<file path="src/rtl/a23_shift_pkg.sv">
// Shared shift-type codes, widths and data-source selector for the A23 shift stage.
package a23_shift_pkg;

    localparam int unsigned DATA_W = 32;
    localparam int unsigned TYPE_W = 3;
    localparam int unsigned AMT_W  = 8;
    localparam int unsigned ROT_W  = 5;

    // Plain codes rather than an enum so reserved values 5-7 stay representable.
    localparam logic [TYPE_W-1:0] SH_LSL = 3'd0;
    localparam logic [TYPE_W-1:0] SH_LSR = 3'd1;
    localparam logic [TYPE_W-1:0] SH_ASR = 3'd2;
    localparam logic [TYPE_W-1:0] SH_ROR = 3'd3;
    localparam logic [TYPE_W-1:0] SH_RRX = 3'd4;

    typedef enum logic [1:0] {
        SrcOp,
        SrcRot,
        SrcFill,
        SrcRrx
    } sh_src_e;

endpackage

</file>
<file path="src/rtl/a23_shift_stage_if.sv">
// Request, rotator and result signals of the A23 shift stage.
interface a23_shift_stage_if;
    import a23_shift_pkg::*;

    logic              i_valid;
    logic              o_ready;
    logic [DATA_W-1:0] i_operand;
    logic [TYPE_W-1:0] i_type;
    logic [AMT_W-1:0]  i_amount;
    logic              i_carry;
    logic [DATA_W-1:0] o_rot_in;
    logic              o_rot_left;
    logic [ROT_W-1:0]  o_rot_amt;
    logic [DATA_W-1:0] i_rot_prod;
    logic              o_valid;
    logic              i_out_ready;
    logic [DATA_W-1:0] o_result;
    logic              o_carry;

    modport slave (
        input  i_valid, i_operand, i_type, i_amount, i_carry, i_rot_prod, i_out_ready,
        output o_ready, o_rot_in, o_rot_left, o_rot_amt, o_valid, o_result, o_carry
    );

    modport master (
        output i_valid, i_operand, i_type, i_amount, i_carry, i_rot_prod, i_out_ready,
        input  o_ready, o_rot_in, o_rot_left, o_rot_amt, o_valid, o_result, o_carry
    );

endinterface

</file>
<file path="src/rtl/a23_shift_mask.sv">
// Mask, fill bit and data-source selection applied to the external rotator product.
module a23_shift_mask
    import a23_shift_pkg::*;
(
    input  logic [TYPE_W-1:0] sh_type_i,
    input  logic [AMT_W-1:0]  amount_i,
    input  logic              sign_i,
    output logic [DATA_W-1:0] mask_o,
    output logic              fill_o,
    output sh_src_e           src_o
);

    logic amt_zero;
    logic amt_short;

    assign amt_zero  = (amount_i == '0);
    assign amt_short = !amt_zero && (amount_i[7:5] == 3'b000);

    always_comb begin
        mask_o = '1;
        fill_o = 1'b0;
        src_o  = SrcOp;
        case (sh_type_i)
            SH_LSL: begin
                if (amt_short) begin
                    src_o  = SrcRot;
                    mask_o = {DATA_W{1'b1}} << amount_i[4:0];
                end else if (!amt_zero) begin
                    src_o = SrcFill;
                end
            end
            SH_LSR, SH_ASR: begin
                fill_o = (sh_type_i == SH_ASR) ? sign_i : 1'b0;
                if (amt_short) begin
                    src_o  = SrcRot;
                    mask_o = {DATA_W{1'b1}} >> amount_i[4:0];
                end else if (!amt_zero) begin
                    src_o = SrcFill;
                end
            end
            // Multiples of 32 leave the operand unchanged, so only real rotations use the product.
            SH_ROR: begin
                if (amount_i[4:0] != 5'd0) begin
                    src_o = SrcRot;
                end
            end
            SH_RRX: src_o = SrcRrx;
            default: src_o = SrcOp;
        endcase
    end

endmodule

</file>
<file path="src/rtl/a23_shift_stage.sv">
// Two-stage barrel-shift stage: S1 holds the request and drives the external rotator,
// S2 registers the masked/filled result and carry-out.
module a23_shift_stage
    import a23_shift_pkg::*;
(
    input logic             i_clk,
    input logic             i_rst_n,
    a23_shift_stage_if.slave bus
);

    logic              s1_valid;
    logic [DATA_W-1:0] s1_op;
    logic [TYPE_W-1:0] s1_type;
    logic [AMT_W-1:0]  s1_amount;
    logic              s1_cin;

    logic              out_valid;
    logic [DATA_W-1:0] out_result;
    logic              out_carry;

    logic              s2_load;
    logic              accept;
    logic              s1_zero;
    logic              s1_short;
    logic [DATA_W-1:0] mask;
    logic              fill;
    sh_src_e           src;
    logic [DATA_W-1:0] result_d;
    logic              carry_d;

    assign s2_load     = s1_valid && (!out_valid || bus.i_out_ready);
    assign bus.o_ready = i_rst_n && (!s1_valid || s2_load);
    assign accept      = bus.i_valid && bus.o_ready;

    assign bus.o_rot_in   = s1_op;
    assign bus.o_rot_left = (s1_type == SH_LSL);
    assign bus.o_rot_amt  = s1_amount[4:0];

    assign bus.o_valid  = out_valid;
    assign bus.o_result = out_result;
    assign bus.o_carry  = out_carry;

    assign s1_zero  = (s1_amount == '0);
    assign s1_short = !s1_zero && (s1_amount[7:5] == 3'b000);

    a23_shift_mask u_mask (
        .sh_type_i (s1_type),
        .amount_i  (s1_amount),
        .sign_i    (s1_op[DATA_W-1]),
        .mask_o    (mask),
        .fill_o    (fill),
        .src_o     (src)
    );

    always_comb begin
        result_d = s1_op;
        unique case (src)
            SrcRot:  result_d = (bus.i_rot_prod & mask) | (~mask & {DATA_W{fill}});
            SrcFill: result_d = {DATA_W{fill}};
            SrcRrx:  result_d = {s1_cin, s1_op[DATA_W-1:1]};
            default: result_d = s1_op;
        endcase
    end

    // The last bit shifted out lands at product bit 0 (left) or bit 31 (right).
    always_comb begin
        carry_d = s1_cin;
        case (s1_type)
            SH_LSL: begin
                if (s1_short)                 carry_d = bus.i_rot_prod[0];
                else if (s1_amount == 8'd32)  carry_d = s1_op[0];
                else if (!s1_zero)            carry_d = 1'b0;
            end
            SH_LSR: begin
                if (s1_short)                 carry_d = bus.i_rot_prod[DATA_W-1];
                else if (s1_amount == 8'd32)  carry_d = s1_op[DATA_W-1];
                else if (!s1_zero)            carry_d = 1'b0;
            end
            SH_ASR: begin
                if (s1_short)                 carry_d = bus.i_rot_prod[DATA_W-1];
                else if (!s1_zero)            carry_d = s1_op[DATA_W-1];
            end
            SH_ROR: begin
                if (!s1_zero)                 carry_d = result_d[DATA_W-1];
            end
            SH_RRX:  carry_d = s1_op[0];
            default: carry_d = s1_cin;
        endcase
    end

    always_ff @(posedge i_clk) begin
        if (!i_rst_n) begin
            s1_valid   <= 1'b0;
            s1_op      <= '0;
            s1_type    <= '0;
            s1_amount  <= '0;
            s1_cin     <= 1'b0;
            out_valid  <= 1'b0;
            out_result <= '0;
            out_carry  <= 1'b0;
        end else begin
            if (accept) begin
                s1_valid  <= 1'b1;
                s1_op     <= bus.i_operand;
                s1_type   <= bus.i_type;
                s1_amount <= bus.i_amount;
                s1_cin    <= bus.i_carry;
            end else if (s2_load) begin
                s1_valid <= 1'b0;
            end
            if (s2_load) begin
                out_valid  <= 1'b1;
                out_result <= result_d;
                out_carry  <= carry_d;
            end else if (bus.i_out_ready) begin
                out_valid <= 1'b0;
            end
        end
    end

endmodule

</file>
<file path="src/flat_wrapper.sv">
// flat-port wrapper written by rule: the top's interface ports become plain ports
module a23_shift_stage_flat import a23_shift_pkg::*;
  (i_clk, i_rst_n, bus_i_valid, bus_i_operand, bus_i_type, bus_i_amount, bus_i_carry, bus_i_rot_prod, bus_i_out_ready, bus_o_ready, bus_o_rot_in, bus_o_rot_left, bus_o_rot_amt, bus_o_valid, bus_o_result, bus_o_carry);
  a23_shift_stage_if bus_i ();
  input logic i_clk;
  input logic i_rst_n;
  input wire logic [$bits(bus_i.i_valid)-1:0] bus_i_valid;
  input wire logic [$bits(bus_i.i_operand)-1:0] bus_i_operand;
  input wire logic [$bits(bus_i.i_type)-1:0] bus_i_type;
  input wire logic [$bits(bus_i.i_amount)-1:0] bus_i_amount;
  input wire logic [$bits(bus_i.i_carry)-1:0] bus_i_carry;
  input wire logic [$bits(bus_i.i_rot_prod)-1:0] bus_i_rot_prod;
  input wire logic [$bits(bus_i.i_out_ready)-1:0] bus_i_out_ready;
  output wire logic [$bits(bus_i.o_ready)-1:0] bus_o_ready;
  output wire logic [$bits(bus_i.o_rot_in)-1:0] bus_o_rot_in;
  output wire logic [$bits(bus_i.o_rot_left)-1:0] bus_o_rot_left;
  output wire logic [$bits(bus_i.o_rot_amt)-1:0] bus_o_rot_amt;
  output wire logic [$bits(bus_i.o_valid)-1:0] bus_o_valid;
  output wire logic [$bits(bus_i.o_result)-1:0] bus_o_result;
  output wire logic [$bits(bus_i.o_carry)-1:0] bus_o_carry;
  assign bus_i.i_valid = bus_i_valid;
  assign bus_i.i_operand = bus_i_operand;
  assign bus_i.i_type = bus_i_type;
  assign bus_i.i_amount = bus_i_amount;
  assign bus_i.i_carry = bus_i_carry;
  assign bus_i.i_rot_prod = bus_i_rot_prod;
  assign bus_i.i_out_ready = bus_i_out_ready;
  assign bus_o_ready = bus_i.o_ready;
  assign bus_o_rot_in = bus_i.o_rot_in;
  assign bus_o_rot_left = bus_i.o_rot_left;
  assign bus_o_rot_amt = bus_i.o_rot_amt;
  assign bus_o_valid = bus_i.o_valid;
  assign bus_o_result = bus_i.o_result;
  assign bus_o_carry = bus_i.o_carry;
  a23_shift_stage u_core (.i_clk(i_clk), .i_rst_n(i_rst_n), .bus(bus_i));
endmodule
</file>
<file path="config.mk">
export PLATFORM = sky130hd
export DESIGN_NAME = a23_shift_stage_flat
export DESIGN_NICKNAME = d
export VERILOG_FILES = /design/src/rtl/a23_shift_pkg.sv /design/src/rtl/a23_shift_stage_if.sv /design/src/rtl/a23_shift_mask.sv /design/src/rtl/a23_shift_stage.sv /design/src/flat_wrapper.sv
export SDC_FILE = /design/constraint.sdc
export NUM_CORES = 1
export LEC_CHECK = 0
export CAP_MARGIN = 20
export CORE_AREA = 10 10 78 131
export CTS_BUF_LIST = sky130_fd_sc_hd__clkbuf_8
export DETAILED_ROUTE_END_ITERATION = 10
export DIE_AREA = 0 0 88 141
export DONT_BUFFER_PORTS = 1
export PLACE_DENSITY = 0.74
export REMOVE_ABC_BUFFERS = 1
export SLEW_MARGIN = 15
export SYNTH_ARGS = -nofsm -noshare
export SYNTH_HDL_FRONTEND = slang
export SYNTH_SLANG_ARGS = --single-unit
</file>
<file path="constraint.sdc">
create_clock -name i_clk -period 7.6 [get_ports i_clk]
set_clock_uncertainty 0.15 [all_clocks]
set_input_delay 0.76 -clock i_clk [delete_from_list [all_inputs] [get_ports i_clk]]
set_output_delay 0.76 -clock i_clk [all_outputs]
set_load 0.03 [all_outputs]
</file>
# Word-level counts from Yosys, hierarchy flattened
# Cells that the tools add are included.
# W data, S select, Z words.
[word_totals] mem_bits_ro=0 out_inout_bits=73 inputBits=80 memories=0 wordCells=62 latchBits=0 mem_bits_rw=0 reg_bits=79
[op_classes] n_mul=0 magnitude_cmp=0 n_shift=2 n_mux=23 eq_ne=8 add_sub_neg=0 n_bitwise=4 n_div=0 reduce_logical=17
[op_table] op="$pmux W32 S3" n=1
[op_table] op="$and A32 B32 Y32" n=2
[op_table] op="$mux W32" n=2
[op_table] op="$pmux W32 S2" n=1
[op_table] op="$not A32 Y32" n=1
[op_table] op="$or A32 B32 Y32" n=1
[op_table] op="$shl A32 B5 Y32 const A" n=1
[op_table] op="$shr A32 B5 Y32 const A" n=1
[op_table] op="$mux W1" n=15
[op_table] op="$eq A8 B6 Y1 const B" n=1
[op_table] op="$logic_not A8 Y1" n=1
[op_table] op="$eq A3 B2 Y1 const B" n=2
[op_table] op="$logic_not A3 Y1" n=2
[op_table] op="$pmux W2 S3" n=1
[op_table] op="$pmux W1 S5" n=1
[op_table] op="$reduce_bool A5 Y1" n=1
[op_table] op="$eq A2 B2 Y1 const B" n=2
[op_table] op="$logic_and A1 B1 Y1" n=4
[op_table] op="$mux W2" n=2
[op_table] op="$reduce_bool A2 Y1" n=2
[op_table] op="$eq A3 B1 Y1 const B" n=1
[op_table] op="$eq A3 B3 Y1 const B" n=1
[op_table] op="$logic_not A1 Y1" n=3
[op_table] op="$reduce_or A3 Y1" n=1
[op_table] op="other kinds (3)" n=4

# Longest topological paths before layout
[depth] depth_word=11 mapped_depth=8 ltp_nobuf=7

# Modules after synthesis
# Synthesis repeated with hierarchy kept, for this count alone.
[unflattened] hier_cells=665 area_unflattened_um2=4949.7
[by_module_without_submodules] module="a23_shift_stage" area_per_inst_um2=4165.2 seq_area_each_um2=1581.5 cells_each=533 n_inst=1
[by_module_without_submodules] module="a23_shift_mask" area_per_inst_um2=784.5 seq_area_each_um2=0.0 cells_each=132 n_inst=1

# Least setup slack after synthesis
# OpenSTA, ideal clock, no wires.
[synth_timing] path_type="input to register" start="input bus_i_out_ready" end="register u_core.s1_op[0], in the netlist u_core.bus.o_rot_in[0]" cell_stages=7 t_required_ns=7.390 setup_time_ns=0.060 n_path_buf=2 setup_slack_ns=4.900 arrival_ns=2.490 cell_sequence="nor2b_1 -> a21boi_0 -> and2_1 -> clkbuf_1 -> clkbuf_1 -> nand2_1 -> nand2_1"
[synth_between] elab_chain_cells=5
[synth_lines] item="from (decl)" line_no="flat_wrapper.sv:13" source="input wire logic [$bits(bus_i.i_out_ready)-1:0] bus_i_out_ready;"
[synth_lines] item="$logic_or A1 B1 Y1" line_no="a23_shift_stage.sv:31" source="assign s2_load = s1_valid && (!out_valid || bus.i_out_ready);"
[synth_lines] item="$logic_and A1 B1 Y1" line_no="a23_shift_stage.sv:31"
[synth_lines] item="$logic_or A1 B1 Y1" line_no="a23_shift_stage.sv:32" source="assign bus.o_ready = i_rst_n && (!s1_valid || s2_load);"
[synth_lines] item="$logic_and A1 B1 Y1" line_no="a23_shift_stage.sv:32"
[synth_lines] item="named net bus_o_ready" line_no="flat_wrapper.sv:14" source="output wire logic [$bits(bus_i.o_ready)-1:0] bus_o_ready;"
[synth_lines] item="$logic_and A1 B1 Y1" line_no="a23_shift_stage.sv:33" source="assign accept = bus.i_valid && bus.o_ready;"
[synth_lines] item="to (signal assigned)" line_no="a23_shift_stage.sv:104" source="s1_op <= bus.i_operand;"
[synth_lines] item="to (decl)" line_no="a23_shift_stage.sv:12" source="logic [DATA_W-1:0] s1_op;"
# The timed path passes the listed nets, and every way through them passes these cells.
# A chain may end at the register's enable or synchronous reset.

# Final worst setup path
[layout_timing] start="register u_core.s1_amount[1]" end="register u_core.out_result[30], in the netlist u_core.bus.o_result[30]"
[layout_between] elab_chain_cells=9 word_cells_on_any_way=21 classes_between="3 x eq/ne; 2 x shift; 8 x mux; 4 x bitwise; 4 x reduce/logical"
[layout_lines] item="from (decl)" line_no="a23_shift_stage.sv:14" source="logic [AMT_W-1:0] s1_amount;"
[layout_lines] item="from (signal assigned)" line_no="a23_shift_stage.sv:106" source="s1_amount <= bus.i_amount;"
[layout_lines] item="parallel branches: the longest is 8 deep, another holds $shr A32 B5 Y32"
[layout_lines] item="$pmux W32 S3 (*)" line_no="a23_shift_stage.sv:57" source="unique case (src)"
[layout_lines] item="to (signal assigned)" line_no="a23_shift_stage.sv:113" source="out_result <= result_d;"
[layout_lines] item="to (decl)" line_no="a23_shift_stage.sv:18" source="logic [DATA_W-1:0] out_result;"
# Mark *: on every way between the ends.

==> flow_metrics.py <==
metrics = {
    "pwr": {
        "power_mw": 1.14,
        "p_per_area_nw_per_um2": 235,
        "ir_worst_vdd_uv": 208,
        "leakage_nw": 1.83,
    },
    "clock_tree": {
        "cts_resized": 0,
        "cts_tree": "yes",
        "path_clk_slew_ps": 90,
        "clock_sinks": 79,
        "cts_buffer_depth": 2,
        "cts_root_buf": "clkbuf_8",
        "cts_setup_buffers": 0,
        "insertion_delay_ps": 370,
        "cts_inserted_buffers": 9,
        "cts_hold_buf": 0,
        "cts_max_level": 3,
    },
    "cells_and_area": {
        "fillers": 762,
        "stdcell_count": 699,
        "drive_gt1_share_pct": 7.93,
        "nets": 681,
        "syn_to_final_growth_pct": 3.44,
    },
    "routing": {
        "remaining_drc_errors": 0,
        "antenna_left": 0,
        "finalWirelength_um": 18600,
        "drt_iter0_markers": 541,
        "via_per_inst": 7.13,
        "drt-wirelength-per-cell_um": 26.6,
        "drtPass1Iterations": 6,
        "dr_total_vias": 4985,
    },
    "setup_path": {
        "cp.arrival_ps": 3460,
        "required_ps": 7720,
        "end_kind": "flop",
        "critPathKind": "reg2reg",
        "critPathMaxFanout": 22,
        "ff2ff_path_depth": 6,
        "r2r_end": "u_core.bus.o_result[30]$_SDFFE_PN0P_",
        "crit_path_start_kind": "flop",
        "r2r_slack_ps": 4250,
        "r2r-start": "u_core.s1_amount[1]$_SDFFE_PN0P_",
    },
    "global_routing": {
        "antenna_found_initial": 1,
        "grt_max_degree": 67,
        "track_usage_pct": 28.9,
        "grt_pass1_vias": 4869,
        "grt_pass1_wl_um": 28300,
        "grt-ovfl-total": 0,
    },
    "logic_synthesis": {
        "seq_area_frac_synth_pct": 33.7,
        "synth_edf_count": 0,
        "syn_area_per_cell_sq_um": 7.34,
        "synth_cells": 640,
        "synth.distinct_cells": 64,
        "yosys_warnings": 0,
        "async_flop_share_pct": 0,
        "synth_area_sq_um": 4700,
        "yosys_register_bits": 79,
        "synth_flop_cell": "dfxtp_1",
    },
    "sta": {
        "finalCritPeriodShare_pct": 44.0,
        "tns_ps": 0,
        "max-slew-margin-rel_pct": 28.8,
        "period_needed_ps": 3350,
        "rsz0062_at_grt": "no",
        "final-max-slew-violation-count": 0,
        "hold_slack_ps": 329,
        "setup_viol": 0,
        "hold_viol_final": 0,
        "max_freq_mhz": 299,
        "worst_slew_pin_slew_ps": 1070,
    },
    "min_path": {
        "hp-start": "bus_i_operand[12]",
        "hold_path_depth": 2,
        "holdPathEnd": "u_core.bus.o_rot_in[12]$_SDFFE_PN0P_",
        "min_path_type": "in2reg",
    },
    "floorplanning": {
        "io_pins": 153,
        "die_w_um": 88,
        "dieArea_sq_um": 12400,
        "rows": 44,
        "core-area_sq_um": 8090,
        "start_util_pct": 58.0,
        "fp.dieH_um": 141,
    },
    "placed_design": {
        "dpl.cell_count": 680,
        "place.gp.congestion": 1.01,
        "port_buffers": 0,
        "dpl.hpwl_um": 13300,
    },
    "run": {
        "maxCapViolCount": 0,
    },
    "status": {
        "status": "completed",
    },
}
-- cell families (layout without fill, tap and decap cells) --
logic type	count (synthesis)	count (layout)	synth area share, %
xor+xnor	2	2	0.373
other cells	0	2	0
compound gates	193	193	28.2
buf+inv	66	31	5.86
mux	16	16	3.65
simple gates	284	284	28.3
flops	79	79	33.7
-- cell type report --
| class | count | area, sq um | share of cell area (%) |
|---|---|---|---|
| Antenna cell | 2 | 5.00 | 0.103 |
| Clock inverter | 6 | 87.6 | 1.80 |
| Clock buffer | 9 | 124 | 2.55 |
| Tap cell | 92 | 115 | 2.37 |
| Sequential cell | 79 | 1580 | 32.6 |
| Multi-Input combinational cell | 495 | 2840 | 58.5 |
| Timing Repair Buffer | 12 | 86.3 | 1.78 |
| Inverter | 4 | 15.0 | 0.309 |
-- critical path, cell delays in order, from the launching register on --
cell and delay [ps]:
dfxtp_1 1030, or2_2 380, nor2_1 190, a211oi_4 870
nand2_1 110, o21a_1 200, nor4b_1 290
-- stage by stage --
stage                     util, %  setup WS, ps  instance area, sq um
after CTS                    59.8          4400                  4840
after floorplan                 -          4510                  4440
final                        60.0          4250                  4860
after global routing         60.0          4100                  4860
after detailed placement     57.2          4440                  4630
after global placement       57.2          4390                  4630
-- synth_stat cells (4+ instances only) --
master,count,share of area [%]
a211oi_1,8,1.3
a21o_1,6,0.96
a21oi_1,32,3.4
a221oi_1,17,3.2
a31oi_1,6,0.80
and2_1,6,0.80
buf_2,4,0.43
buf_4,6,0.96
clkbuf_1,51,4.1
dfxtp_1,79,34
mux2_2,6,1.4
mux2i_1,7,1.5
nand2_1,132,11
nand3_1,52,5.5
nor2_1,32,2.6
nor2b_1,4,0.53
nor3_1,25,2.7
o211ai_1,11,1.8
o21a_1,10,1.6
o21ai_0,48,5.1
o221ai_1,4,0.75
o22ai_1,9,1.2
o31ai_1,10,1.6
or2_2,4,0.53
or3_1,7,0.93
-- state kept, by name (all words and copies together) (netlist names) --
name and flops:
u_core.s1_valid 1, u_core.s1_amount 8, u_core.s1_cin 1, u_core.bus.o_valid 1
u_core.s1_type 3, u_core.bus.o_rot_in 32, u_core.bus.o_carry 1, u_core.bus.o_result 32
-- power by group --
part           leakage (nW)  internal [mW]  switching, mW
combinational          1.07         0.0808          0.179
sequential            0.651          0.445         0.0945
clock                 0.103          0.182          0.161
-- cells in the final DEF, fill, tap and decap left out, types with 4 or more instances in the layout --
cell type / n
a211oi_1: 8
a21o_1: 6
a21oi_1: 32
a221oi_1: 17
a31oi_1: 6
and2_1: 5
buf_4: 10
clkbuf_8: 9
dfxtp_1: 79
inv_1: 4
mux2_2: 6
mux2i_1: 7
nand2_1: 132
nand3_1: 52
nor2_1: 31
nor2b_1: 4
nor3_1: 25
o211ai_1: 11
o21a_1: 10
o21ai_0: 48
o221ai_1: 4
o22ai_1: 9
o31ai_1: 10
or2_2: 4
or3_1: 7
-- how the worst max path moves through the flow --
stage                                     startpoint                                   end  slack (ps)  cells past startpoint
finish              u_core.s1_amount[1]$_SDFFE_PN0P_  u_core.bus.o_result[30]$_SDFFE_PN0P_        4250                      6
global route        u_core.s1_amount[1]$_SDFFE_PN0P_  u_core.bus.o_result[30]$_SDFFE_PN0P_        4100                      6
CTS                 u_core.s1_amount[1]$_SDFFE_PN0P_  u_core.bus.o_result[30]$_SDFFE_PN0P_        4400                      6
detailed placement    u_core.s1_type[0]$_SDFFE_PN0P_  u_core.bus.o_result[21]$_SDFFE_PN0P_        4440                      7
global placement      u_core.s1_type[0]$_SDFFE_PN0P_  u_core.bus.o_result[21]$_SDFFE_PN0P_        4390                      7
floorplan                            bus_i_out_ready   u_core.bus.o_rot_in[0]$_SDFFE_PN0P_        4510                      5
-- per-layer routing --
metal | vias up | wire length (um) | GRT usage [%]
met2 | 317 | 9590 | 49.3
met5 | - | 0 | 0
met4 | 0 | 625 | 11.8
met1 | 2360 | 6370 | 32.1
li1 | 2262 | - | -
met3 | 46 | 2020 | 8.37
No activity file was read; power rests on OpenSTA's default activity.
